### src/rtl/reg_dump_pkg.sv
// rtl/reg_dump_pkg.sv - shared state encoding and default sizes for the register dump scanner
package reg_dump_pkg;

  typedef enum logic [2:0] {
    ST_IDLE,
    ST_SELECT,
    ST_SEND,
    ST_CSUM,
    ST_DONE
  } state_t;

  localparam int DEFAULT_NUM_REGS = 32;
  localparam int DEFAULT_DATA_W   = 32;
  localparam int CSUM_IDX         = DEFAULT_NUM_REGS;

endpackage

### src/rtl/reg_dump_csum_acc.sv
// rtl/reg_dump_csum_acc.sv - running XOR accumulator with clear and enable
module reg_dump_csum_acc #(
  parameter int DATA_W = 32
) (
  input  logic              clk,
  input  logic              rst,
  input  logic              i_clr,
  input  logic              i_en,
  input  logic [DATA_W-1:0] i_data,
  output logic [DATA_W-1:0] o_acc
);

  logic [DATA_W-1:0] r_acc;

  always_ff @(posedge clk) begin
    if (rst || i_clr) begin
      r_acc <= '0;
    end else if (i_en) begin
      r_acc <= r_acc ^ i_data;
    end
  end

  assign o_acc = r_acc;

endmodule

### src/rtl/reg_dump_scanner.sv
// rtl/reg_dump_scanner.sv - walks the core debug register port and streams each register as one beat
// Optional REG_DUMP_CHECKSUM_EN appends an XOR checksum beat at index NUM_REGS.
module reg_dump_scanner
  import reg_dump_pkg::*;
#(
  parameter int NUM_REGS      = DEFAULT_NUM_REGS,
  parameter int SEL_W         = $clog2(NUM_REGS),
  parameter int DATA_W        = DEFAULT_DATA_W,
  parameter int SETTLE_CYCLES = 1
) (
  input  logic              clk,
  input  logic              rst,
  input  logic              start,
  input  logic              abort,
  output logic [SEL_W-1:0]  reg_sel,
  input  logic [DATA_W-1:0] reg_data,
  output logic              out_valid,
  input  logic              out_ready,
  output logic [DATA_W-1:0] out_data,
  output logic [SEL_W:0]    out_idx,
  output logic              out_last,
  output logic              busy,
  output logic              done
);

  localparam int CNT_W = (SETTLE_CYCLES > 1) ? $clog2(SETTLE_CYCLES) : 1;
  localparam logic [SEL_W-1:0] LAST_SEL    = SEL_W'(NUM_REGS - 1);
  localparam logic [CNT_W-1:0] SETTLE_LAST = CNT_W'(SETTLE_CYCLES - 1);

  state_t            r_state;
  logic [CNT_W-1:0]  r_cnt;
  logic [SEL_W-1:0]  r_reg_sel;
  logic              r_out_valid;
  logic [DATA_W-1:0] r_out_data;
  logic [SEL_W:0]    r_out_idx;
  logic              r_out_last;
  logic              r_busy;
  logic              r_done;

  logic w_hs;
  logic w_last_reg;
  logic w_start_ok;

  assign w_hs       = r_out_valid & out_ready;
  assign w_last_reg = (r_reg_sel == LAST_SEL);
  assign w_start_ok = (r_state == ST_IDLE) & start & ~abort;

`ifdef REG_DUMP_CHECKSUM_EN
  localparam logic [SEL_W:0] CSUM_OUT_IDX = (SEL_W + 1)'(NUM_REGS);

  logic [DATA_W-1:0] w_csum;
  logic              w_csum_en;

  assign w_csum_en = (r_state == ST_SEND) & w_hs & ~abort;

  reg_dump_csum_acc #(
    .DATA_W (DATA_W)
  ) u_csum_acc (
    .clk    (clk),
    .rst    (rst),
    .i_clr  (w_start_ok),
    .i_en   (w_csum_en),
    .i_data (r_out_data),
    .o_acc  (w_csum)
  );
`endif

  always_ff @(posedge clk) begin
    if (rst) begin
      r_state     <= ST_IDLE;
      r_cnt       <= '0;
      r_reg_sel   <= '0;
      r_out_valid <= 1'b0;
      r_out_data  <= '0;
      r_out_idx   <= '0;
      r_out_last  <= 1'b0;
      r_busy      <= 1'b0;
      r_done      <= 1'b0;
    end else if (abort && (r_state != ST_IDLE)) begin
      // abort outranks any handshake landing on the same edge
      r_state     <= ST_IDLE;
      r_cnt       <= '0;
      r_reg_sel   <= '0;
      r_out_valid <= 1'b0;
      r_out_last  <= 1'b0;
      r_busy      <= 1'b0;
      r_done      <= 1'b0;
    end else begin
      r_done <= 1'b0;
      case (r_state)
        ST_IDLE: begin
          if (w_start_ok) begin
            r_state   <= ST_SELECT;
            r_reg_sel <= '0;
            r_cnt     <= '0;
            r_busy    <= 1'b1;
          end
        end
        ST_SELECT: begin
          r_cnt <= r_cnt + CNT_W'(1);
          if (r_cnt == SETTLE_LAST) begin
            r_out_data  <= reg_data;
            r_out_idx   <= {1'b0, r_reg_sel};
`ifdef REG_DUMP_CHECKSUM_EN
            r_out_last  <= 1'b0;
`else
            r_out_last  <= w_last_reg;
`endif
            r_out_valid <= 1'b1;
            r_state     <= ST_SEND;
          end
        end
        ST_SEND: begin
          if (w_hs) begin
            if (w_last_reg) begin
`ifdef REG_DUMP_CHECKSUM_EN
              // accumulator has not absorbed this beat yet, so fold it in here
              r_out_data <= w_csum ^ r_out_data;
              r_out_idx  <= CSUM_OUT_IDX;
              r_out_last <= 1'b1;
              r_state    <= ST_CSUM;
`else
              r_out_valid <= 1'b0;
              r_out_last  <= 1'b0;
              r_reg_sel   <= '0;
              r_done      <= 1'b1;
              r_state     <= ST_DONE;
`endif
            end else begin
              r_out_valid <= 1'b0;
              r_out_last  <= 1'b0;
              r_reg_sel   <= r_reg_sel + SEL_W'(1);
              r_cnt       <= '0;
              r_state     <= ST_SELECT;
            end
          end
        end
`ifdef REG_DUMP_CHECKSUM_EN
        ST_CSUM: begin
          if (w_hs) begin
            r_out_valid <= 1'b0;
            r_out_last  <= 1'b0;
            r_reg_sel   <= '0;
            r_done      <= 1'b1;
            r_state     <= ST_DONE;
          end
        end
`endif
        ST_DONE: begin
          r_busy  <= 1'b0;
          r_state <= ST_IDLE;
        end
        default: begin
          r_busy      <= 1'b0;
          r_out_valid <= 1'b0;
          r_state     <= ST_IDLE;
        end
      endcase
    end
  end

  assign reg_sel   = r_reg_sel;
  assign out_valid = r_out_valid;
  assign out_data  = r_out_data;
  assign out_idx   = r_out_idx;
  assign out_last  = r_out_last;
  assign busy      = r_busy;
  assign done      = r_done;

endmodule

### config.mk
export PLATFORM = sky130hd
export DESIGN_NAME = reg_dump_scanner
export DESIGN_NICKNAME = d
export VERILOG_FILES = /design/src/rtl/reg_dump_pkg.sv /design/src/rtl/reg_dump_csum_acc.sv /design/src/rtl/reg_dump_scanner.sv
export SDC_FILE = /design/constraint.sdc
export NUM_CORES = 1
export LEC_CHECK = 0
export ABC_AREA = 1
export CAP_MARGIN = 20
export CORE_MARGIN = 1.5
export CORE_UTILIZATION = 39
export DETAILED_ROUTE_END_ITERATION = 7
export PLACE_DENSITY = 0.84
export SLEW_MARGIN = 20
export SYNTH_ARGS = -nofsm -noshare
export SYNTH_HDL_FRONTEND = slang
export SYNTH_SLANG_ARGS = --single-unit
### constraint.sdc
create_clock -name clk -period 1.4 [get_ports clk]
set_clock_uncertainty 0.1 [all_clocks]
set_input_delay 0.21 -clock clk [delete_from_list [all_inputs] [get_ports clk]]
set_output_delay 0.21 -clock clk [all_outputs]
set_load 0.03 [all_outputs]
-- Yosys cells after proc, flatten, opt, wreduce, memory -nomap -nowiden
Cells that the tools add are included.
- $add $sub $neg: 2
- equal/unequal tests: 8
- mux-type cells: 21
- bitwise logic cells: 10
- reductions and logical operators: 17
- operators with widths (cell ; count):
    2-to-1 mux 5 bit ; 3
    AND reduction 3 bit ; 5
    2-to-1 mux 3 bit ; 4
    one-hot mux 5 bit (2 select lines) ; 1
    one-hot mux 3 bit (3 select lines) ; 1
    2-to-1 mux 1 bit ; 8
    != test 2 bit (second input constant) ; 4
    inverter 1 bit ; 7
    one-hot mux 1 bit (3 select lines) ; 2
    nonzero test 3 bit ; 2
    OR reduction 2 bit ; 3
    adder 5 x 1 -> 5 bit (second input constant) ; 1
    == test 5 bit (second input constant) ; 1
    one-hot mux 1 bit (2 select lines) ; 2
    AND reduction 4 bit ; 1
    nonzero test 2 bit ; 2
    OR reduction 4 bit ; 1
    AND 1 bit ; 3
    == test 3 x 1 -> 1 bit (second input constant) ; 1
    == test 3 x 2 -> 1 bit (second input constant) ; 1
    == test 3 bit (second input constant) ; 1
    zero test 3 bit ; 1
    AND reduction 2 bit ; 1
    adder 1 bit (second input constant) ; 1
    logical AND 1 bit ; 1
- register bits after elaboration: 50
- bits of input ports: 37
- logic and storage cells: 67

-- Depth between registers and ports, before layout
Gate-level depths: netlist of run 1.
- depth in word-level cells: 5
- mapped depth: 11
- gate-level depth less buffers: 11

-- Least setup slack after synthesis of run 1
OpenSTA, ideal clock, no wires.
- path type: register -> register
- start point: register r_reg_sel[0] (netlist: reg_sel[0])
- end point: register r_cnt
- setup time: 120 ps
- arrival time: 1522 ps
- slack: -342 ps
- stages on the path, launching flop included: 12
- path through: dfxtp_1 ha_1 nand2_1 nor2_1 ha_1 nand2_1 nand2_1 nand2_1 nand3_1 nand2_1 nand2_1 nor2_1
- cells in the longest elaborated chain, start to end: 3
- ends and longest elaborated chain (item ; RTL line ; RTL):
    start, declared ; reg_dump_scanner.sv:32 ; logic [SEL_W-1:0] r_reg_sel;
    start signal, assigned ; reg_dump_scanner.sv:132 ; r_reg_sel <= r_reg_sel + SEL_W'(1);
    == test 5 bit ; reg_dump_scanner.sv:45 ; assign w_last_reg = (r_reg_sel == LAST_SEL);
    via w_last_reg ; reg_dump_scanner.sv:41 ; logic w_last_reg;
    != test 2 bit (no source line) ; n/a ;
    AND reduction 4 bit (no source line) ; n/a ;
    end signal, assigned ; reg_dump_scanner.sv:100 ; r_cnt <= r_cnt + CNT_W'(1);
    end, declared ; reg_dump_scanner.sv:31 ; logic [CNT_W-1:0] r_cnt;
The timed path passes the listed nets, and every way through them passes these cells.
A chain may end at the register's enable or synchronous reset.

-- Worst setup path after layout of run 1
Same ends and word-level chain as after synthesis.

==> impl_metrics.json, run 1 <==
{
  "drtAntennaViolNets": 0,
  "status": "complete, but fails checks",
  "wl_um": 5630,
  "rsz0062_at_grt": "yes",
  "crit_fanout": 4,
  "core_area_um2": 5110,
  "ys_types": 23,
  "crit_slowest_cell": "dfxtp_4",
  "viasPerCell": 4.80,
  "powerDensity_nw_per_um2": 1770,
  "globalplace.congestion": 0.859,
  "start_util_pct": 40.7,
  "synth-seq-area-share_pct": 48.2,
  "finalSetupViolCount": 5,
  "max_stage_delay_ns": 0.37,
  "cts-htree-levels": 2,
  "violations": "negative setup slack",
  "grt_pass1_wl_um": 8930,
  "post-route-util_pct": 64.6,
  "drive_gt1_share_pct": 21.6,
  "grt_pass1_vias": 1928,
  "holdBufCountCts": 0,
  "dieHeight_um": 76.0,
  "fmax_mhz": 687,
  "track_usage_pct": 18.9,
  "clk_latency_ns": 0.30,
  "final_nets": 408,
  "syn_nets": 307,
  "clockBufferDepth": 2,
  "grt-ovfl-total": 0,
  "leakagePower_nw": 1.60,
  "syn_to_final_growth_pct": 58.7,
  "numCtsBuffers": 5,
  "route.detailed.wl_per_inst_um": 12.8,
  "clock_sinks": 50,
  "drcViolationCount": 0,
  "synth_warnings": 0,
  "hold_violations": 0,
  "finalCritPeriodShare_pct": 104,
  "cp_cell_sequence": "ha_4 -> nand2_4 -> nor2_2 -> ha_2 -> nand2_2 -> nand2_1 -> nand2_1 -> nand3_1 -> nand2_1 -> nand2_1 -> nor2_1",
  "syn_inst": 268,
  "worst_slack_ns": -0.0546,
  "fin_total_pwr_w": 0.00583,
  "ys_seq_elements": 50,
  "pwr-share-clk_pct": 19.6,
  "instances_no_fill": 440,
  "min_path_type": "in -> reg",
  "root_buffer": "clkbuf_8",
  "vdd_drop_max_mv": 1.25,
  "path_class": "reg -> reg",
  "p_seq_share_pct": 33.9,
  "first_iter_violations": 74,
  "fin_crit_ns": 1.45,
  "avgSynthCellArea_um2": 7.75,
  "dp.cells": 429,
  "dp_hpwl_um": 4020,
  "swShare_pct": 39.8,
  "maxSlewViolCount": 0,
  "p_int_w": 0.00351,
  "critPathLaunchType": "register",
  "die_x_um": 76.0,
  "dieArea_um2": 5770,
  "io_pins": 84,
  "cp_data_arrival_time_ns": 1.55,
  "dr.pass1.iters": 6,
  "whs_ns": 0.390,
  "antenna_found_initial": 0,
  "placement.io_buffers": 82,
  "pwr-share-comb_pct": 46.6,
  "max-cap-violations": 0,
  "power.switching_w": 0.00232,
  "setup_tns_ns": -0.104,
  "vias": 2112,
  "cts_tree": "yes",
  "cp_common_cell": "nand2_1",
  "syn_area_um2": 2080,
  "worstSetupEndpointType": "register",
  "diodes": 0,
  "cp.required_ns": 1.50,
  "rows": 26,
  "grt_max_degree": 33,
  "cts.clk_slew.worst_paths_ns": 0.09
}
## cell usage after synthesis, drive strengths merged
cell	count	share of area, %
nand3	14	4.0
buf	9	6.2
clkbuf	3	0.54
nand2	31	5.7
dfxtp	50	48
nor2	92	18
a21oi	6	2.2
o21ai	37	9.1
conb	1	0.18
nor3	2	0.48
ha	2	1.2
nand4	6	1.8
inv	15	2.7
## power groups by stage
stage	Combinational, W	Clock, W	Sequential, W
finish	0.00272	0.00114	0.00198
global route	0.00293	0.00122	0.00201
CTS	0.00261	0.00117	0.00197
detailed placement	0.00272	0	0.00201
global placement	0.00264	0	0.00199
floorplan	0.00110	0	0.00260
## registers in the layout (all words and copies together) (netlist names)
signal / count
busy: 1
done: 1
out_data: 32
out_idx: 5
out_last: 1
out_valid: 1
r_cnt: 1
r_state: 3
reg_sel: 5
## metal layers
layer,global-route usage (%),share of wire [%]
met3,5.15,5.5
met5,0,0
met2,33.7,51
met4,4.81,0.73
met1,22.5,42
## worst paths after layout
check / startpoint / end / slack [ns] / cells past startpoint
setup / recovery: reg_sel[0] / r_cnt / -0.05 / 11
hold / removal: reg_data[26] / out_data[26] / 0.39 / 3
setup reg to reg: reg_sel[0] / r_cnt / -0.05 / 11
hold reg to reg: busy / busy / 0.40 / 2
## cell families after synthesis
kind of cell	Yosys count	synth area share, %
AOI/OAI and AO/OA	43	11.3
adders and majority gates	2	1.20
buffers and inverters	27	9.46
DFF	50	48.2
other	1	0.181
and+or+nand+nor	145	29.7
## cells in the final DEF, fill, tap and decap left out
cell,instances
nor2_4,4
clkdlybuf4s50_1,36
nand2_4,1
inv_2,2
buf_6,1
clkbuf_16,2
a21oi_4,2
buf_12,5
inv_4,2
dfxtp_1,44
clkbuf_2,1
buf_4,22
ha_4,1
o21ai_1,29
o21ai_2,1
nand3_4,1
dlygate4sd2_1,34
clkbuf_8,6
nand3_1,13
a21oi_1,4
nor2_2,18
nand2_1,27
dfxtp_4,4
conb_1,1
dfxtp_2,2
nand2_2,3
clkdlybuf4s15_1,6
nor3_1,2
ha_2,1
nand4_1,6
inv_1,11
bufinv_16,1
nor2_1,70
o21ai_0,7
## through the flow
| stage | instance area (µm²) | setup slack [ns] |
|---|---|---|
| finish | 3300 | -0.0546 |
| global route | 3300 | -0.141 |
| CTS | 3190 | -0.0639 |
| detailed placement | 3080 | -0.246 |
| global placement | 3080 | -0.198 |
| floorplan | 2100 | -0.0807 |
## cell type report
type / count / area, µm²
Fill cell: 437 / 1810
Tap cell: 70 / 87.6
Clock buffer: 7 / 108
Inverter: 15 / 61.3
Multi-Input combinational cell: 191 / 967
Timing Repair Buffer: 106 / 1020
Sequential cell: 50 / 1020
Clock inverter: 1 / 30.0
## worst max-delay path: cells and delay by family (launching register included)
family,cells,cell delay (ns)
flip-flops,1,0.37
adder cells (fa/ha/maj),2,0.38
AND/OR/NAND/NOR,9,0.50
## timing repair
item,in CTS,in global routing
buffers inserted,2,0
endpoints found under the setup margin,84,53
gates resized for setup,45,37
pin swaps,7,9
gates cloned,0,1
No activity file was read; power rests on OpenSTA's default activity.
==> run 2: changes to the inputs <==
--- a/config.mk
+++ b/config.mk
@@ -5,12 +5,11 @@
 export SDC_FILE = /design/constraint.sdc
 export NUM_CORES = 1
 export LEC_CHECK = 0
-export ABC_AREA = 1
+export ABC_AREA = 0
 export CAP_MARGIN = 20
 export CORE_MARGIN = 1.5
-export CORE_UTILIZATION = 39
+export CORE_UTILIZATION = 25
 export DETAILED_ROUTE_END_ITERATION = 7
-export PLACE_DENSITY = 0.84
 export SLEW_MARGIN = 20
 export SYNTH_ARGS = -nofsm -noshare
 export SYNTH_HDL_FRONTEND = slang
==> impl_metrics.json, run 2 <==
{
  "violations": "negative setup slack",
  "cts_tree": "yes",
  "whs_ns": 0.354,
  "crit_slowest_cell": "or4b_4",
  "p_seq_share_pct": 53.3,
  "worst_slack_ns": -0.341,
  "track_usage_pct": 12.8,
  "place_area_um2": 3040,
  "route.detailed.wl_per_inst_um": 12.3,
  "yosysMostFrequentCell": "nand2_1",
  "vdd_drop_max_mv": 0.360,
  "synth-main-ff-cell": "dfxtp_1",
  "hold_violations": 0,
  "vias": 1923,
  "p_int_w": 0.00206,
  "async_flop_share_pct": 0,
  "final_area_um2": 3340,
  "synth_common_cells": "nand2_1 (80), dfxtp_1 (50), a21oi_1 (43)",
  "cp_data_arrival_time_ns": 1.81,
  "holdBufCountCts": 0,
  "clock_sinks": 50,
  "min_path_type": "in -> reg",
  "pwr-share-clk_pct": 31.4,
  "drtAntennaViolNets": 0,
  "yosysTopAreaCellShare_pct": 51.8,
  "crit_fanout": 18,
  "ys_seq_elements": 50,
  "viasPerCell": 4.40,
  "final_cell_mix": "nand2_1 (79), dfxtp_1 (42), a21oi_1 (40), clkdlybuf4s50_1 (36), dlygate4sd2_1 (31)",
  "dieArea_um2": 8260,
  "fin_crit_ns": 1.74,
  "globalplace.congestion": 0.777,
  "syn_area_um2": 1930,
  "grt_max_degree": 38,
  "rsz0062_at_grt": "yes",
  "drcViolationCount": 0,
  "worstSetupEndpointType": "register",
  "critPathLaunchType": "register",
  "swShare_pct": 24.9,
  "cts.clk_slew.worst_paths_ns": 0.09,
  "synth_area_leaders": "dfxtp_1 (52%), nand2_1 (16%), a21oi_1 (11%), buf_6 (2.3%), buf_4 (1.9%)",
  "min_path_cells": 3,
  "wl_um": 5390,
  "syn_inst": 233,
  "clk_latency_ns": 0.30,
  "wl_met1_um": 2380,
  "reg2reg_to": "out_idx[2]",
  "rows": 31,
  "maxSlewViolCount": 0,
  "io_pins": 84,
  "power.switching_w": 0.000684,
  "clockBufferDepth": 2,
  "reg2reg_depth": 5,
  "start_util_pct": 26.2,
  "synth_enable_flop_cells": 0,
  "synth-seq-area-share_pct": 51.8,
  "path_delay_family": "simple AND/OR/NAND/NOR gates",
  "fin_total_pwr_w": 0.00275,
  "cp.required_ns": 1.47,
  "min_from": "reg_data[19]",
  "drive_gt1_share_pct": 25.4,
  "dr.pass1.iters": 4,
  "final_nets": 376,
  "synth_warnings": 0,
  "worst_hold_path.endpoint": "out_data[19]",
  "cp-startpoint": "r_state[2]",
  "r2r-start": "r_state[2]",
  "leakagePower_nw": 1.35,
  "dieHeight_um": 90.9,
  "cts-htree-levels": 2,
  "yosys.area.top_type": "dfxtp_1",
  "r2r_slack_ns": -0.34,
  "numCtsBuffers": 5,
  "powerDensity_nw_per_um2": 823,
  "fillerInstances": 722,
  "die_x_um": 90.9,
  "antenna_found_initial": 0,
  "grt_pass1_vias": 1804,
  "diodes": 0,
  "first_iter_violations": 48,
  "syn_nets": 272,
  "ys_types": 34,
  "core_area_um2": 7370,
  "path_class": "reg -> reg",
  "finalSetupViolCount": 43,
  "critical_path_buf_inv_count": 1,
  "status": "complete, but fails checks",
  "pwr-share-comb_pct": 15.3,
  "cp.depth": 5,
  "largest_reg_flops": 32,
  "cp_cell_sequence": "or4b_4 -> or2_4 -> clkbuf_16 -> nand2_1 -> a21oi_1",
  "final_common_cell": "nand2_1",
  "max-cap-violations": 0,
  "placement.io_buffers": 82,
  "grt-ovfl-total": 0,
  "max_stage_delay_ns": 0.57,
  "finalCritPeriodShare_pct": 124,
  "dp_hpwl_um": 3470,
  "wl_met2_um": 2650,
  "syn_to_final_growth_pct": 72.9,
  "fmax_mhz": 574,
  "grt_pass1_wl_um": 8570,
  "avgSynthCellArea_um2": 8.29,
  "routed.top_layer": "met4",
  "wl_met3_um": 294,
  "root_buffer": "clkbuf_8"
}
[run 2: cell count changes in the layout (fill, tap and decap cells not counted), moves of 7 or more]
cell,change
nand2_1,+52
nor2_1,-66
nand3_1,-11
a21oi_1,+36
o21ai_1,-29
inv_1,-11
nor2_2,-17
o21ai_0,-7
[run 2: power by group through the flow]
stage	combinational (W)	clock, W	sequential (W)
final	0.000420	0.000863	0.00146
after global routing	0.000450	0.000955	0.00147
after CTS	0.000399	0.000907	0.00146
after detailed placement	0.000373	0	0.00150
after global placement	0.000374	0	0.00150
after floorplan	0.000128	0	0.00154
[run 2: tightest hold or removal path, delay by kind of cell]
| family | cells | cell delay (ns) |
|---|---|---|
| simple gates | 1 | 0.06 |
| buf+inv | 1 | 0.39 |
| compound gates | 1 | 0.05 |
[run 2: final cells by class]
cell class | instances | area (µm²) | share of cell area, %
clock buffers | 6 | 82.6 | 2.47
flip-flops and latches | 50 | 1020 | 30.4
repair buffers | 113 | 1110 | 33.2
inverters | 1 | 3.75 | 0.112
multi-input cells | 166 | 993 | 29.7
well taps | 99 | 124 | 3.71
clock inverters | 2 | 11.3 | 0.337
[run 2: worst max path at each step]
stage / endpoint / slack (ns)
after global placement: reg_sel[2] / -0.36
after floorplan: out_data[0] / -0.34
final: out_idx[2] / -0.34
after CTS: out_idx[2] / -0.32
after detailed placement: reg_sel[2] / -0.33
after global routing: out_idx[3] / -0.38
[run 2: metrics by stage]
step | setup WS [ns] | TNS [ns] | instances | utilization [%]
floorplan | -0.335 | -12.10 | 233 | -
global placement | -0.359 | -12.89 | 421 | 41.2
detailed placement | -0.329 | -13.76 | 421 | 41.2
CTS | -0.317 | -12.20 | 434 | 43.9
global route | -0.382 | -14.99 | 437 | 45.3
finish | -0.341 | -12.82 | 437 | 45.3
[run 2: cell families after synthesis]
kind of cell | after synthesis | share of synthesized area [%]
flip-flops | 50 | 51.8
adder cells (fa/ha/maj) | 2 | 1.30
XOR/XNOR | 1 | 0.453
AND/OR/NAND/NOR | 106 | 23.8
AO/OA/AOI/OAI | 54 | 15.5
other | 1 | 0.194
multiplexers | 2 | 1.10
buffers and inverters | 17 | 5.83
[run 2: timing repair]
action,CTS,global route
gates resized for setup,66,28
pin swaps,17,5
endpoints found under the setup margin,87,59
cloned,1,1
buffers inserted,4,3
[run 2: layer usage]
| layer | GRT usage [%] | vias to the layer above |
|---|---|---|
| li1 | - | 981 |
| met1 | 14.9 | 879 |
| met2 | 23.1 | 56 |
| met3 | 3.20 | 7 |
| met4 | 3.52 | 0 |
| met5 | 0 | - |
